--- config.mk ---
export PLATFORM = sky130hd
export DESIGN_NAME = instr_fetch_stage
export DESIGN_NICKNAME = d
export VERILOG_FILES = /design/src/rtl/instr_fetch_stage_pkg.sv /design/src/rtl/fetch_pc_reg.sv /design/src/rtl/instr_fetch_stage.sv
export SDC_FILE = /design/constraint.sdc
export NUM_CORES = 1
export LEC_CHECK = 0
export CELL_PAD_IN_SITES_DETAIL_PLACEMENT = 0
export CELL_PAD_IN_SITES_GLOBAL_PLACEMENT = 2
export CORE_ASPECT_RATIO = 0.5
export CORE_UTILIZATION = 28
export CTS_BUF_LIST = sky130_fd_sc_hd__clkbuf_2 sky130_fd_sc_hd__clkbuf_4 sky130_fd_sc_hd__clkbuf_8
export CTS_CLUSTER_DIAMETER = 100
export CTS_CLUSTER_SIZE = 20
export DETAILED_ROUTE_END_ITERATION = 8
export PLACE_DENSITY_LB_ADDON = 0.1
export SYNTH_ARGS = -nofsm -noshare
export SYNTH_HDL_FRONTEND = slang
export SYNTH_HIERARCHICAL = 1
export SYNTH_SLANG_ARGS = --single-unit
--- constraint.sdc ---
create_clock -name clk -period 3.2 [get_ports clk]
set_input_delay 0.48 -clock clk [delete_from_list [all_inputs] [get_ports clk]]
set_output_delay 0.48 -clock clk [all_outputs]
set_load 0.05 [all_outputs]
--- src/rtl/instr_fetch_stage_pkg.sv ---
// Shared fetch definitions: parameter defaults, next-PC select encodings and the IF/ID record.
package instr_fetch_stage_pkg;

  localparam logic [31:0] RESET_PC_DEFAULT  = 32'h0000_3000;
  localparam int          IMEM_AW_DEFAULT   = 10;
  localparam logic [31:0] NOP_INSTR_DEFAULT = 32'h0000_0000;

  typedef enum logic [1:0] {
    NPC_SEQ   = 2'd0,
    NPC_REDIR = 2'd1,
    NPC_FLUSH = 2'd2,
    NPC_HOLD  = 2'd3
  } npc_sel_e;

  typedef struct packed {
    logic [31:0] instr;
    logic [31:0] pc;
    logic [31:0] pc8;
    logic        valid;
  } ifid_t;

  // Flush beats stall, stall beats redirect; a stalled redirect is re-issued by ID later.
  function automatic npc_sel_e npc_select(input logic flush, input logic stall,
                                          input logic redirect);
    if (flush)         return NPC_FLUSH;
    else if (stall)    return NPC_HOLD;
    else if (redirect) return NPC_REDIR;
    return NPC_SEQ;
  endfunction

endpackage

--- src/rtl/fetch_pc_reg.sv ---
// Program counter: priority next-PC mux feeding an asynchronously reset PC register.
module fetch_pc_reg
  import instr_fetch_stage_pkg::*;
#(
  parameter logic [31:0] RESET_PC = RESET_PC_DEFAULT
) (
  input  logic        clk,
  input  logic        reset,
  input  logic [1:0]  npc_sel,
  input  logic [31:0] redirect_pc,
  input  logic [31:0] flush_pc,
  output logic [31:0] pc
);

  logic [31:0] next_pc;

  // NOTE: every variable written in always_comb gets a default first, so no path infers a latch.
  always_comb begin
    next_pc = pc;
    unique case (npc_sel_e'(npc_sel))
      NPC_SEQ:   next_pc = pc + 32'd4;
      NPC_REDIR: next_pc = redirect_pc;
      NPC_FLUSH: next_pc = flush_pc;
      NPC_HOLD:  next_pc = pc;
    endcase
  end

  // NOTE: state registers use non-blocking assignments so all flops update together at the edge.
  always_ff @(posedge clk or posedge reset) begin
    if (reset) pc <= RESET_PC;
    else       pc <= next_pc;
  end

endmodule

--- src/rtl/instr_fetch_stage.sv ---
// IF stage: owns the PC, addresses instruction memory and writes the IF/ID register.
// Optional macro FETCH_ADDR_CHECK_EN adds the id_fetch_fault output and the fetch range check.
module instr_fetch_stage
  import instr_fetch_stage_pkg::*;
#(
  parameter logic [31:0] RESET_PC  = RESET_PC_DEFAULT,
  parameter int          IMEM_AW   = IMEM_AW_DEFAULT,
  parameter logic [31:0] NOP_INSTR = NOP_INSTR_DEFAULT
) (
  input  logic               clk,
  input  logic               reset,
  input  logic               stall,
  input  logic               redirect,
  input  logic [31:0]        redirect_pc,
  input  logic               flush,
  input  logic [31:0]        flush_pc,
  output logic [IMEM_AW-1:0] instr_addr,
  input  logic [31:0]        instr_data,
  output logic [31:0]        pc,
`ifdef FETCH_ADDR_CHECK_EN
  output logic               id_fetch_fault,
`endif
  output logic [31:0]        id_instr,
  output logic [31:0]        id_pc,
  output logic [31:0]        id_pc8,
  output logic               id_valid
);

  logic [1:0] npc_sel;
  logic       fetch_fault;
  ifid_t      ifid_q, ifid_d;

  assign npc_sel = npc_select(flush, stall, redirect);

  fetch_pc_reg #(
    .RESET_PC(RESET_PC)
  ) u_pc_reg (
    .clk        (clk),
    .reset      (reset),
    .npc_sel    (npc_sel),
    .redirect_pc(redirect_pc),
    .flush_pc   (flush_pc),
    .pc         (pc)
  );

  // Upper PC bits are dropped, so the memory aliases every 4*2^IMEM_AW bytes.
  assign instr_addr = pc[IMEM_AW+1:2];

`ifdef FETCH_ADDR_CHECK_EN
  localparam logic [32:0] PC_LIMIT = {1'b0, RESET_PC} + (33'd1 << (IMEM_AW + 2));
  logic fault_q, fault_d;

  assign fetch_fault = (pc[1:0] != 2'b00) || (pc < RESET_PC) || ({1'b0, pc} >= PC_LIMIT);
`else
  assign fetch_fault = 1'b0;
`endif

  always_comb begin
    ifid_d = ifid_q;
    unique case (npc_sel_e'(npc_sel))
      NPC_FLUSH: ifid_d = '{instr: NOP_INSTR, pc: 32'd0, pc8: 32'd0, valid: 1'b0};
      NPC_HOLD:  ifid_d = ifid_q;
      default: begin
        // A faulting fetch still records its pc so the handler can report it.
        if (fetch_fault) ifid_d = '{instr: NOP_INSTR, pc: pc, pc8: pc + 32'd8, valid: 1'b0};
        else             ifid_d = '{instr: instr_data, pc: pc, pc8: pc + 32'd8, valid: 1'b1};
      end
    endcase
  end

  always_ff @(posedge clk or posedge reset) begin
    if (reset) ifid_q <= '{instr: NOP_INSTR, pc: 32'd0, pc8: 32'd0, valid: 1'b0};
    else       ifid_q <= ifid_d;
  end

`ifdef FETCH_ADDR_CHECK_EN
  always_comb begin
    fault_d = fault_q;
    unique case (npc_sel_e'(npc_sel))
      NPC_FLUSH: fault_d = 1'b0;
      NPC_HOLD:  fault_d = fault_q;
      default:   fault_d = fetch_fault;
    endcase
  end

  always_ff @(posedge clk or posedge reset) begin
    if (reset) fault_q <= 1'b0;
    else       fault_q <= fault_d;
  end

  assign id_fetch_fault = fault_q;
`endif

  assign id_instr = ifid_q.instr;
  assign id_pc    = ifid_q.pc;
  assign id_pc8   = ifid_q.pc8;
  assign id_valid = ifid_q.valid;

endmodule
==> key figures, run 1 <==
Timing
  • Max Clock Skew: 0.0120 ns
  • Final WS setup: 0.612 ns
  • RSZ-0062 raised after global routing: false
  • Final worst path period need: 2.59 ns
  • Total negative setup slack: 0 ns
  • Final Hold Vio Count: 0
  • Relative slew slack: 33.1%
  • Final worst-path cycle share: 80.9%
  • Peak Freq: 386 MHz
  • Slew Limit Fails: 0
  • Final setup vio count: 0
  • Worst-margin pin slew: 1.00 ns

Route
  • Initial drt markers: 501
  • Drt drc: 0
  • Avg Vias per Cell: 5.25
  • Via Count: 6593
  • Drt wl/cell: 20.8 µm
  • Routed wl met2: 11100 µm
  • Drt total wl: 26100 µm
  • Met1 wire length: 13500 µm
  • Met3 routed WL: 1310 µm
  • DRT antenna net count: 0
  • Highest metal used: met4
  • Router iterations before antenna repair: 5

Critical path
  • Critical Path RT: 2.72 ns
  • Critical path class: register to output pin
  • R2R setup slack: 0.70 ns
  • Crit path max-delay family: buffers and inverters
  • Crit-path cells: clkdlybuf4s50_1
  • WP data arrival: 2.11 ns
  • Crit path capture type: output pin
  • Worst Path Buf+Inv: 1
  • Startpoint Class: register
  • Crit path max fanout: 12
  • CP max-delay cell: clkdlybuf4s50_1
  • Max stage delay on crit path: 0.92 ns

Flow run
  • Max cap viols: 0

Clock tree
  • Hold_buf cts: 0
  • H-tree depth: 4
  • CTS-repair resized insts: 0
  • CTS Buf Count: 17
  • Bufs on Longest Clock Path: 2
  • Clock sink total: 126
  • Clock root cell: clkbuf_8
  • Post-CTS Setup Inserts: 0
  • CTS tree: built
  • Clock latency on the worst-skew pair: 0.47 ns
  • Clock transition at path regs: 0.08 ns

Placed design
  • Dpl cell area: 0.00961 mm²
  • Dpl ws: 0.329 ns
  • Buffers on Ports: 239
  • HPWL reported at the end of detailed placement: 18600 µm
  • Gp weighted congestion: 0.800

Global routing
  • Initial antenna violation count: 0
  • Total GRT Usage: 21.4%
  • Largest net degree at the start of global routing: 77
  • Final global-route overflow total: 0
  • First-pass GRT wire length: 40600 µm
  • Via count of the first global-routing pass: 6502

Logic synthesis
  • Yosys top cell by area: dfrtp_1
  • Proportion of synthesized area in mux cells: 9.11%
  • Cells after Synth: 700
  • Mapped Nets: 806
  • Synthesized flop and latch total: 126
  • Top cell types by occurrence after synthesis: dfrtp_1, nor2_1, mux2i_1, clkbuf_1, nand2_1
  • Post-synth ARST share: 100%
  • Syn avg cell area: 9.75 µm²
  • Adder-cell share of the synthesized area: 0.917%
  • Register area share after synthesis: 46.2%
  • Post-synthesis compound-gate area fraction: 17.6%
  • Synth cell types: 63
  • Post-synth EDFFs: 0
  • Post-synthesis xor/xnor area fraction: 1.54%
  • Top-count cell post-synth: dfrtp_1
  • Largest family of logic cells by synthesized area: simple AND/OR/NAND/NOR gates
  • Post-synthesis cell area: 0.00683 mm²
  • Simple-Gate Fraction of Synth Area: 17.7%
  • Post-synth top flop: dfrtp_1
  • Post-synth top area share: 45.5%
  • Yosys warning total: 6
  • Ranking of synthesized cells by area: dfrtp_1, mux2i_1, nor2_1

Die
  • Num rows: 39
  • Height of the die: 112 µm
  • Die Area: 0.0250 mm²
  • Die X: 223 µm
  • Core area: 0.0234 mm²
  • Ports: 240
  • Starting density of the core: 29.2%

Pwr
  • PwrDens: 601 mW/mm²
  • Peak VDD IR: 244 µV
  • P_leak: 4.19 nW

Status
  • Status: finished clean

Finish
  • Post-Layout Inst Area: 0.0100 mm²
  • Layout cells sized above 1: 10.1%
  • Area growth from synthesis to layout: 46.9%
  • Final core utilization: 42.9%
  • NumNets Final: 1043
  • Antenna cells: 0

Min path
  • Min-delay worst type: input pin to async pin
==> worst paths after layout <==
path	startpoint	end	cells past startpoint
hold / removal	reset	id_pc[3]	2
setup / recovery	u_pc_reg/pc[23]	pc[23]	1
hold reg to reg	id_pc8[11]	id_pc8[11]	2
max in group asynchronous	reset	id_instr[29]	3
setup reg to reg	u_pc_reg/pc[12]	u_pc_reg/pc[29]	4
min in group clk	flush	id_pc[15]	2
==> cells by family (layout without fill, tap and decap cells) <==
family                     count (synthesis)  count (layout)
AOI/OAI and AO/OA                        162             162
xor gates and xnor gates                  12              12
adders and majority gates                  5               5
buffers and inverters                     96             346
DFF                                      126             126
muxes                                     62              62
and+or+nand+nor                          237             237
==> power breakdown <==
part           total, W  internal, W  switching (W)  leakage, nW
logic           0.00244     0.000861        0.00158         2.36
clock network   0.00152     0.000822       0.000696        0.204
registers       0.00207      0.00179       0.000281         1.62
total           0.00603      0.00347        0.00255         4.19
==> sequential cells by signal, indices dropped and copies added, names as in the netlist <==
| register | flops |
|---|---|
| id_pc8 | 29 |
| u_pc_reg/pc | 32 |
| id_valid | 1 |
| id_pc | 32 |
| id_instr | 32 |
==> metal layers <==
layer | track usage, % | vias to the layer above
li1 | - | 3094
met5 | 0 | -
met2 | 29.7 | 211
met1 | 33.2 | 3272
met3 | 4.32 | 16
met4 | 5.75 | 0
==> worst register-to-register path: stages (launching register included) <==
cell and delay (ns):
dfstp_2 0.70, nand4_1 0.24, or4_1 0.71, o311a_1 0.40
a2111oi_1 0.36
==> cells in the final DEF (no fill, tap or decap), drive strengths merged, types with 6 or more instances in the layout <==
cell type	count
o21ai	19
mux2i	61
a21oi	29
nand2	31
a221o	7
clkbuf	21
nor4	13
a22oi	6
a311oi	15
clkdlybuf4s50	237
a221oi	23
o22a	9
nand3	23
and3	14
nand4	25
buf	48
inv	28
a2111oi	7
a211oi	10
or4	6
xor2	7
dfrtp	124
a31oi	8
and4	9
nor3	12
nor2	93
==> through the flow <==
step	std cells	total power, W	hold slack, ns
2_1_floorplan	700	0.00354	0.595
3_3_place_gp	1225	0.00454	0.486
3_5_place_dp	1225	0.00455	0.488
4_1_cts	1257	0.00610	0.288
5_1_grt	1257	0.00632	0.321
6_report	1257	0.00603	0.312
==> area by class of cell <==
type | count | area (µm²)
clock inverters | 11 | 140
well taps | 307 | 384
repair buffers | 285 | 2760
inverters | 29 | 111
clock buffers | 21 | 277
multi-input cells | 478 | 3200
flip-flops and latches | 126 | 3160
fillers | 2361 | 13300
(Power assumes the default switching activity.)
==> run 2, diff against run 1 <==
--- a/config.mk
+++ b/config.mk
@@ -8,7 +8,7 @@
 export CELL_PAD_IN_SITES_DETAIL_PLACEMENT = 0
 export CELL_PAD_IN_SITES_GLOBAL_PLACEMENT = 2
 export CORE_ASPECT_RATIO = 0.5
-export CORE_UTILIZATION = 28
+export CORE_UTILIZATION = 25
 export CTS_BUF_LIST = sky130_fd_sc_hd__clkbuf_2 sky130_fd_sc_hd__clkbuf_4 sky130_fd_sc_hd__clkbuf_8
 export CTS_CLUSTER_DIAMETER = 100
 export CTS_CLUSTER_SIZE = 20
==> constraint.sdc (replaced) <==
create_clock -name clk -period 2.2 [get_ports clk]
set_input_delay 0.33 -clock clk [delete_from_list [all_inputs] [get_ports clk]]
set_output_delay 0.33 -clock clk [all_outputs]
set_load 0.05 [all_outputs]
==> key figures, run 2 (synthesis gave the netlist of run 1 again) <==
Critical path
  • WP data arrival: 2.57 ns (+0.46 ns)
  • Crit path max-delay family: simple AND/OR/NAND/NOR gates
  • Reg2reg start: u_pc_reg/pc[13]
  • Max stage delay on crit path: 0.65 ns (-0.27 ns)
  • R2R setup slack: 0.004 ns (-0.70 ns)
  • Critical path class: register to register
  • RR Endpoint: id_pc8[28]
  • Worst Path Buf+Inv: 0 (-1)
  • Worst r2r path cells: 4 (unchanged)
  • Crit path capture type: register
  • Crit-path cells: nand4_4 > or4_4 > or4_4 > a311oi_2
  • Crit-path most repeated cell: or4_4
  • Crit path max fanout: 5 (-7)
  • CP max-delay cell: dfstp_4
  • Startpoint Class: register
  • Critical Path RT: 2.57 ns (-0.15 ns)

Route
  • Drt total wl: 27200 µm (+3.9%)
  • DRT antenna net count: 0 (unchanged)
  • Router iterations before antenna repair: 4 (-1)
  • Drt wl/cell: 20.0 µm (-4.0%)
  • Via Count: 6844 (+3.8%)
  • Initial drt markers: 543 (+8.4%)
  • Drt drc: 0 (unchanged)
  • Avg Vias per Cell: 5.03 (-4.1%)

Timing
  • Final worst-path cycle share: 99.8%
  • Final setup vio count: 0 (unchanged)
  • Final worst path period need: 2.20 ns
  • Peak Freq: 455 MHz
  • RSZ-0062 raised after global routing: true
  • Worst-margin pin slew: 1.09 ns (+0.0822 ns)
  • Final Hold Vio Count: 0 (unchanged)
  • Max Clock Skew: 0.0146 ns (+0.00260 ns)
  • WHS: 0.0797 ns (-0.232 ns)
  • Relative slew slack: 27.6% (-5.5 points)
  • Slew Limit Fails: 0 (unchanged)

Finish
  • Layout cells sized above 1: 21.1% (+11 points)
  • Footprint of the multi-input gates: 0.00340 mm² (+6.3%)
  • Most common cell after layout, fill and taps aside: clkdlybuf4s50_1
  • Area growth from synthesis to layout: 58.1%
  • # fillers: 2705 (+15%)
  • Final core utilization: 40.5% (-2.4 points)
  • Layout Cells excl Fill: 1361 (+8.3%)
  • Antenna cells: 0 (unchanged)
  • Commonest non-fill, non-tap cells in the layout: clkdlybuf4s50_1, buf_4, dfrtp_1, nor2_1, mux2i_1
  • NumNets Final: 1102 (+5.7%)
  • FF/Latch Area: 0.00319 mm² (+0.95%)

Die
  • Ports: 240 (unchanged)
  • Starting density of the core: 25.6% (-3.6 points)
  • Die X: 236 µm (+5.8%)
  • Core area: 0.0266 mm² (+14%)
  • Height of the die: 119 µm (+5.7%)
  • Num rows: 42 (+7.7%)
  • Die Area: 0.0280 mm² (+12%)

Pwr
  • Sequential share of power: 32.5% (-1.8 points)
  • Peak VDD IR: 409 µV (+68%)
  • Internal power: 0.00527 W (+52%)
  • Switching Share: 42.3% (-0.086 points)
  • Power share of the clock group: 25.6% (+0.4 points)
  • Comb power frac: 41.9% (+1.4 points)
  • PwrDens: 847 mW/mm² (+41%)
  • Sw power: 0.00387 W (+51%)
  • P_leak: 4.59 nW (+9.4%)

Min path
  • Hold Crit Endpoint: id_pc[16]
  • Min-delay worst type: input pin to register
  • Worst hold path depth: 2
  • Hold Crit Start: flush

Global routing
  • First-pass GRT wire length: 42100 µm (+3.6%)
  • Via count of the first global-routing pass: 6823 (+4.9%)
  • Largest net degree at the start of global routing: 90 (+17%)
  • Final global-route overflow total: 0 (unchanged)
  • Total GRT Usage: 19.8% (-1.6 points)
  • Initial antenna violation count: 0 (unchanged)

Flow run
  • Max cap viols: 0 (unchanged)

Clock tree
  • CTS tree: built
  • Bufs on Longest Clock Path: 2 (unchanged)
  • Clock latency on the worst-skew pair: 0.48 ns (about the same)
  • Clock root cell: clkbuf_8
  • Hold_buf cts: 0 (unchanged)
  • CTS Buf Count: 17 (unchanged)
  • Clock sink total: 126 (unchanged)
  • H-tree depth: 4 (unchanged)
  • Clock transition at path regs: 0.08 ns (about the same)

Placed design
  • HPWL reported at the end of detailed placement: 19900 µm (+6.8%)
  • Buffers on Ports: 239 (unchanged)
  • Gp weighted congestion: 0.805 (+0.60%)
  • Cell total after placement: 1323 (+8.0%)

Status
  • Status: finished clean
run 2: cell types whose count changed in the layout (fill, tap and decap cells not counted), sizes merged, moves of 2 or more:
cell	before	now
dlygate4sd2	0	24
clkbuf	21	19
clkdlybuf4s50	237	198
buf	48	120
dlymetal6s2s	0	2
run 2: power by group through the flow:
stage / Clock (W) / Sequential [W] / Combinational [W]
after global placement: 0 / 0.00301 / 0.00385
final: 0.00234 / 0.00297 / 0.00383
after floorplan: 0 / 0.00403 / 0.00118
after CTS: 0.00242 / 0.00297 / 0.00382
after global routing: 0.00251 / 0.00302 / 0.00406
after detailed placement: 0 / 0.00302 / 0.00386
run 2: layer usage:
metal  wire length, µm  up-vias  GRT usage, %
li1                  -     3218             -
met1             13500     3418          29.1
met2             12100      192          29.0
met3              1390       16          5.03
met4               244        0          4.49
met5                 0        -             0
run 2: what timing repair did:
action                                  CTS  global route
endpoints found under the setup margin   31            15
gates resized for setup                  28            24
pin swaps                                 5            14
setup buffers                             6             0
run 2: cell type report:
type | instances | share of cell area [%]
multi-input combinational | 478 | 31.5
timing repair buffer | 344 | 29.7
sequential | 126 | 29.5
tap | 352 | 4.08
clock buffer | 19 | 2.37
clock inverter | 13 | 1.74
inverter | 29 | 1.06
run 2: worst max path at each step:
stage | start | endpoint | cells after the start
finish | u_pc_reg/pc[13] | id_pc8[28] | 4
global route | u_pc_reg/pc[12] | id_pc8[28] | 4
CTS | u_pc_reg/pc[12] | id_pc8[28] | 4
detailed placement | redirect | u_pc_reg/pc[25] | 10
global placement | redirect | u_pc_reg/pc[31] | 10
floorplan | u_pc_reg/pc[13] | u_pc_reg/pc[29] | 6
run 2: metrics by stage:
step	setup TNS, ns	setup slack (ns)	total power, W	instance area [µm²]
finish	0	0.00415	0.00914	10800
CTS	-0.0209	-0.0154	0.00921	10700
global route	-0.181	-0.0813	0.00958	10800
global placement	-3.21	-0.201	0.00687	10200
floorplan	-0.642	-0.175	0.00522	6980
detailed placement	-3.83	-0.187	0.00688	10200
==> run 3, diff against run 2 <==
--- a/config.mk
+++ b/config.mk
@@ -5,10 +5,11 @@
 export SDC_FILE = /design/constraint.sdc
 export NUM_CORES = 1
 export LEC_CHECK = 0
+export ABC_AREA = 1
 export CELL_PAD_IN_SITES_DETAIL_PLACEMENT = 0
 export CELL_PAD_IN_SITES_GLOBAL_PLACEMENT = 2
 export CORE_ASPECT_RATIO = 0.5
-export CORE_UTILIZATION = 25
+export CORE_UTILIZATION = 24
 export CTS_BUF_LIST = sky130_fd_sc_hd__clkbuf_2 sky130_fd_sc_hd__clkbuf_4 sky130_fd_sc_hd__clkbuf_8
 export CTS_CLUSTER_DIAMETER = 100
 export CTS_CLUSTER_SIZE = 20
==> key figures, run 3 <==
Pwr
  • Power, Total: 0.00833 W (-8.9%)
  • Peak VDD IR: 382 µV (-6.5%)
  • PwrDens: 801 mW/mm² (-5.5%)
  • P_leak: 4.68 nW (+2.0%)

Critical path
  • Max stage delay on crit path: 0.83 ns (+0.18 ns)
  • CP max-delay cell: clkdlybuf4s50_1
  • Crit path max fanout: 2 (-3)
  • Crit path max-delay family: buffers and inverters
  • Startpoint Class: register
  • WP data arrival: 1.71 ns (-0.86 ns)
  • Crit-path cells: clkdlybuf4s50_1
  • Worst Path Buf+Inv: 1 (+1)
  • Critical Path RT: 1.87 ns (-0.70 ns)
  • Crit path capture type: output pin
  • Critical path class: register to output pin

Global routing
  • Total GRT Usage: 18.2% (-1.6 points)
  • Largest net degree at the start of global routing: 58 (-36%)
  • Initial antenna violation count: 0 (unchanged)
  • First-pass GRT wire length: 40900 µm (-2.7%)
  • Via count of the first global-routing pass: 6711 (-1.6%)
  • Final global-route overflow total: 0 (unchanged)

Timing
  • Max Clock Skew: 0.0143 ns (-0.000327 ns)
  • Worst-margin pin slew: 0.589 ns (-0.497 ns)
  • Slew Limit Fails: 0 (unchanged)
  • Final setup vio count: 0 (unchanged)
  • Final worst path period need: 2.04 ns (-0.154 ns)
  • Relative slew slack: 60.6% (+33 points)
  • Peak Freq: 490 MHz (+7.5%)
  • Final Hold Vio Count: 0 (unchanged)
  • Total negative setup slack: 0 ns (unchanged)
  • RSZ-0062 raised after global routing: false
  • Final worst-path cycle share: 92.8% (-7.0 points)

Route
  • Initial drt markers: 350 (-36%)
  • Drt wl/cell: 17.5 µm (-12%)
  • DRT antenna net count: 0 (unchanged)
  • Router iterations before antenna repair: 5 (+1)
  • Drt drc: 0 (unchanged)
  • Drt total wl: 27200 µm (about the same)
  • Via Count: 6918 (+1.1%)
  • Avg Vias per Cell: 4.46 (-11%)

Status
  • Status: finished clean

Clock tree
  • Clock latency on the worst-skew pair: 0.48 ns (about the same)
  • Clock root cell: clkbuf_8
  • Bufs on Longest Clock Path: 2 (unchanged)
  • CTS tree: built
  • H-tree depth: 4 (unchanged)
  • CTS-repair resized insts: 12 (-57%)
  • Post-CTS Setup Inserts: 0 (-6)
  • Hold_buf cts: 0 (unchanged)
  • Clock sink total: 126 (unchanged)
  • Clock transition at path regs: 0.09 ns (about the same)
  • CTS Buf Count: 17 (unchanged)

Logic synthesis
  • Register area share after synthesis: 44.4% (-1.9 points)
  • Ranking of synthesized cells by area: dfrtp_1, nand2_1, a22o_1
  • Post-synth EDFFs: 0 (unchanged)
  • Yosys top cell by area: dfrtp_1
  • Post-synth ARST share: 100% (unchanged)
  • Synthesized flop and latch total: 126 (unchanged)
  • Post-synth top flop: dfrtp_1
  • Cells after Synth: 895 (+28%)
  • Synth cell types: 38 (-40%)
  • Post-synth top area share: 43.6% (-1.8 points)
  • Post-synthesis cell area: 0.00711 mm² (+4.2%)
  • Mapped Nets: 1001 (+24%)
  • Top cell types by occurrence after synthesis: nand2_1, dfrtp_1, nor2_1, inv_1, nand3_1
  • Top-count cell post-synth: nand2_1
  • Yosys warning total: 6 (unchanged)
  • Syn avg cell area: 7.95 µm² (-18%)

Finish
  • Footprint of the multi-input gates: 0.00333 mm² (-2.0%)
  • Area growth from synthesis to layout: 46.3%
  • Most common cell after layout, fill and taps aside: nand2_1
  • NumNets Final: 1254 (+14%)
  • FF/Latch Area: 0.00316 mm² (-0.94%)
  • Final core utilization: 35.8% (-4.7 points)
  • Layout cells sized above 1: 12.7% (-8.4 points)
  • # fillers: 3076 (+14%)
  • Commonest non-fill, non-tap cells in the layout: nand2_1, clkdlybuf4s50_1, dfrtp_1, nor2_1, inv_1

Die
  • Starting density of the core: 24.5% (-1.1 points)
  • Core area: 0.0291 mm² (+9.1%)
  • Die X: 245 µm (+4.2%)
  • Die Area: 0.0304 mm² (+8.5%)
  • Height of the die: 124 µm (+4.1%)
  • Ports: 240 (unchanged)
  • Num rows: 44 (+4.8%)

Placed design
  • Gp weighted congestion: 0.799 (-0.71%)
  • Buffers on Ports: 239 (unchanged)
  • HPWL reported at the end of detailed placement: 20500 µm (+3.3%)

Min path
  • Min-delay worst type: input pin to async pin

Flow run
  • Max cap viols: 0 (unchanged)
==> run 3: changes by cell type after synthesis, sizes merged, moves of 14 or more <==
cell / before / now
o21ai: 19 / 54
mux2i: 61 / 0
a311oi: 15 / 0
nand2: 31 / 285
a221oi: 23 / 0
a22o: 1 / 55
nand3: 23 / 64
clkbuf: 43 / 14
nor2: 93 / 108
inv: 28 / 67
and3: 14 / 0
nand4: 25 / 8
==> run 3: layout make-up <==
type / count / share of cell area [%]
Multi-Input combinational cell: 648 / 32.0
Clock inverter: 13 / 1.38
Antenna cell: 1 / 0.0240
Inverter: 69 / 2.52
Timing Repair Buffer: 286 / 26.8
Clock buffer: 17 / 2.25
Sequential cell: 126 / 30.3
Tap cell: 391 / 4.70
==> run 3: where the power goes <==
| part | total [W] | switching (W) | internal [W] | leakage, nW |
|---|---|---|---|---|
| sequential | 0.00301 | 0.000426 | 0.00259 | 1.64 |
| combinational | 0.00327 | 0.00217 | 0.00110 | 2.86 |
| clock | 0.00205 | 0.00105 | 0.000997 | 0.180 |
| total | 0.00833 | 0.00365 | 0.00468 | 4.68 |
==> run 3: cell families (layout without fill, tap and decap cells) <==
family                     Yosys count  in the layout  share of synthesized area (%)
and+or+nand+nor                    475            475                           30.2
AOI/OAI and AO/OA                  165            165                           15.4
DFF                                126            126                           44.4
buffers and inverters              121            385                           8.88
adders and majority gates            5              5                          0.879
xor gates and xnor gates             3              3                          0.369
other                                0              1                              0
==> run 3: metrics by stage <==
step           std cells  hold WS (ns)  cell area [µm²]  worst slack (ns)
6_report            1551         0.177            10400             0.158
5_1_grt             1550         0.165            10400            0.0703
4_1_cts             1550         0.144            10400            0.0967
3_5_place_dp        1520         0.464            10000            -0.229
3_3_place_gp        1520         0.461            10000            -0.231
2_1_floorplan        895         0.396             7120             0.224
==> run 3: final timing paths <==
check,start,slack [ns],cells after the start,to
worst min register to register,id_pc[19],0.48,2,id_pc[19]
min in group clk,flush_pc[1],0.40,3,u_pc_reg/pc[1]
worst max register to register,u_pc_reg/pc[3],0.33,9,u_pc_reg/pc[24]
max in group asynchronous,reset,1.43,3,id_instr[4]
worst min-delay path,reset,0.18,2,id_pc[5]
worst max-delay path,u_pc_reg/pc[31],0.16,1,pc[31]
==> run 3: routing by layer <==
metal | vias to the layer above | global-route usage [%] | part of all wire (%)
li1 | 3435 | - | -
met1 | 3285 | 26.5 | 51
met2 | 175 | 27.1 | 43
met3 | 23 | 3.66 | 4.7
met4 | 0 | 4.93 | 1.2
met5 | - | 0 | 0
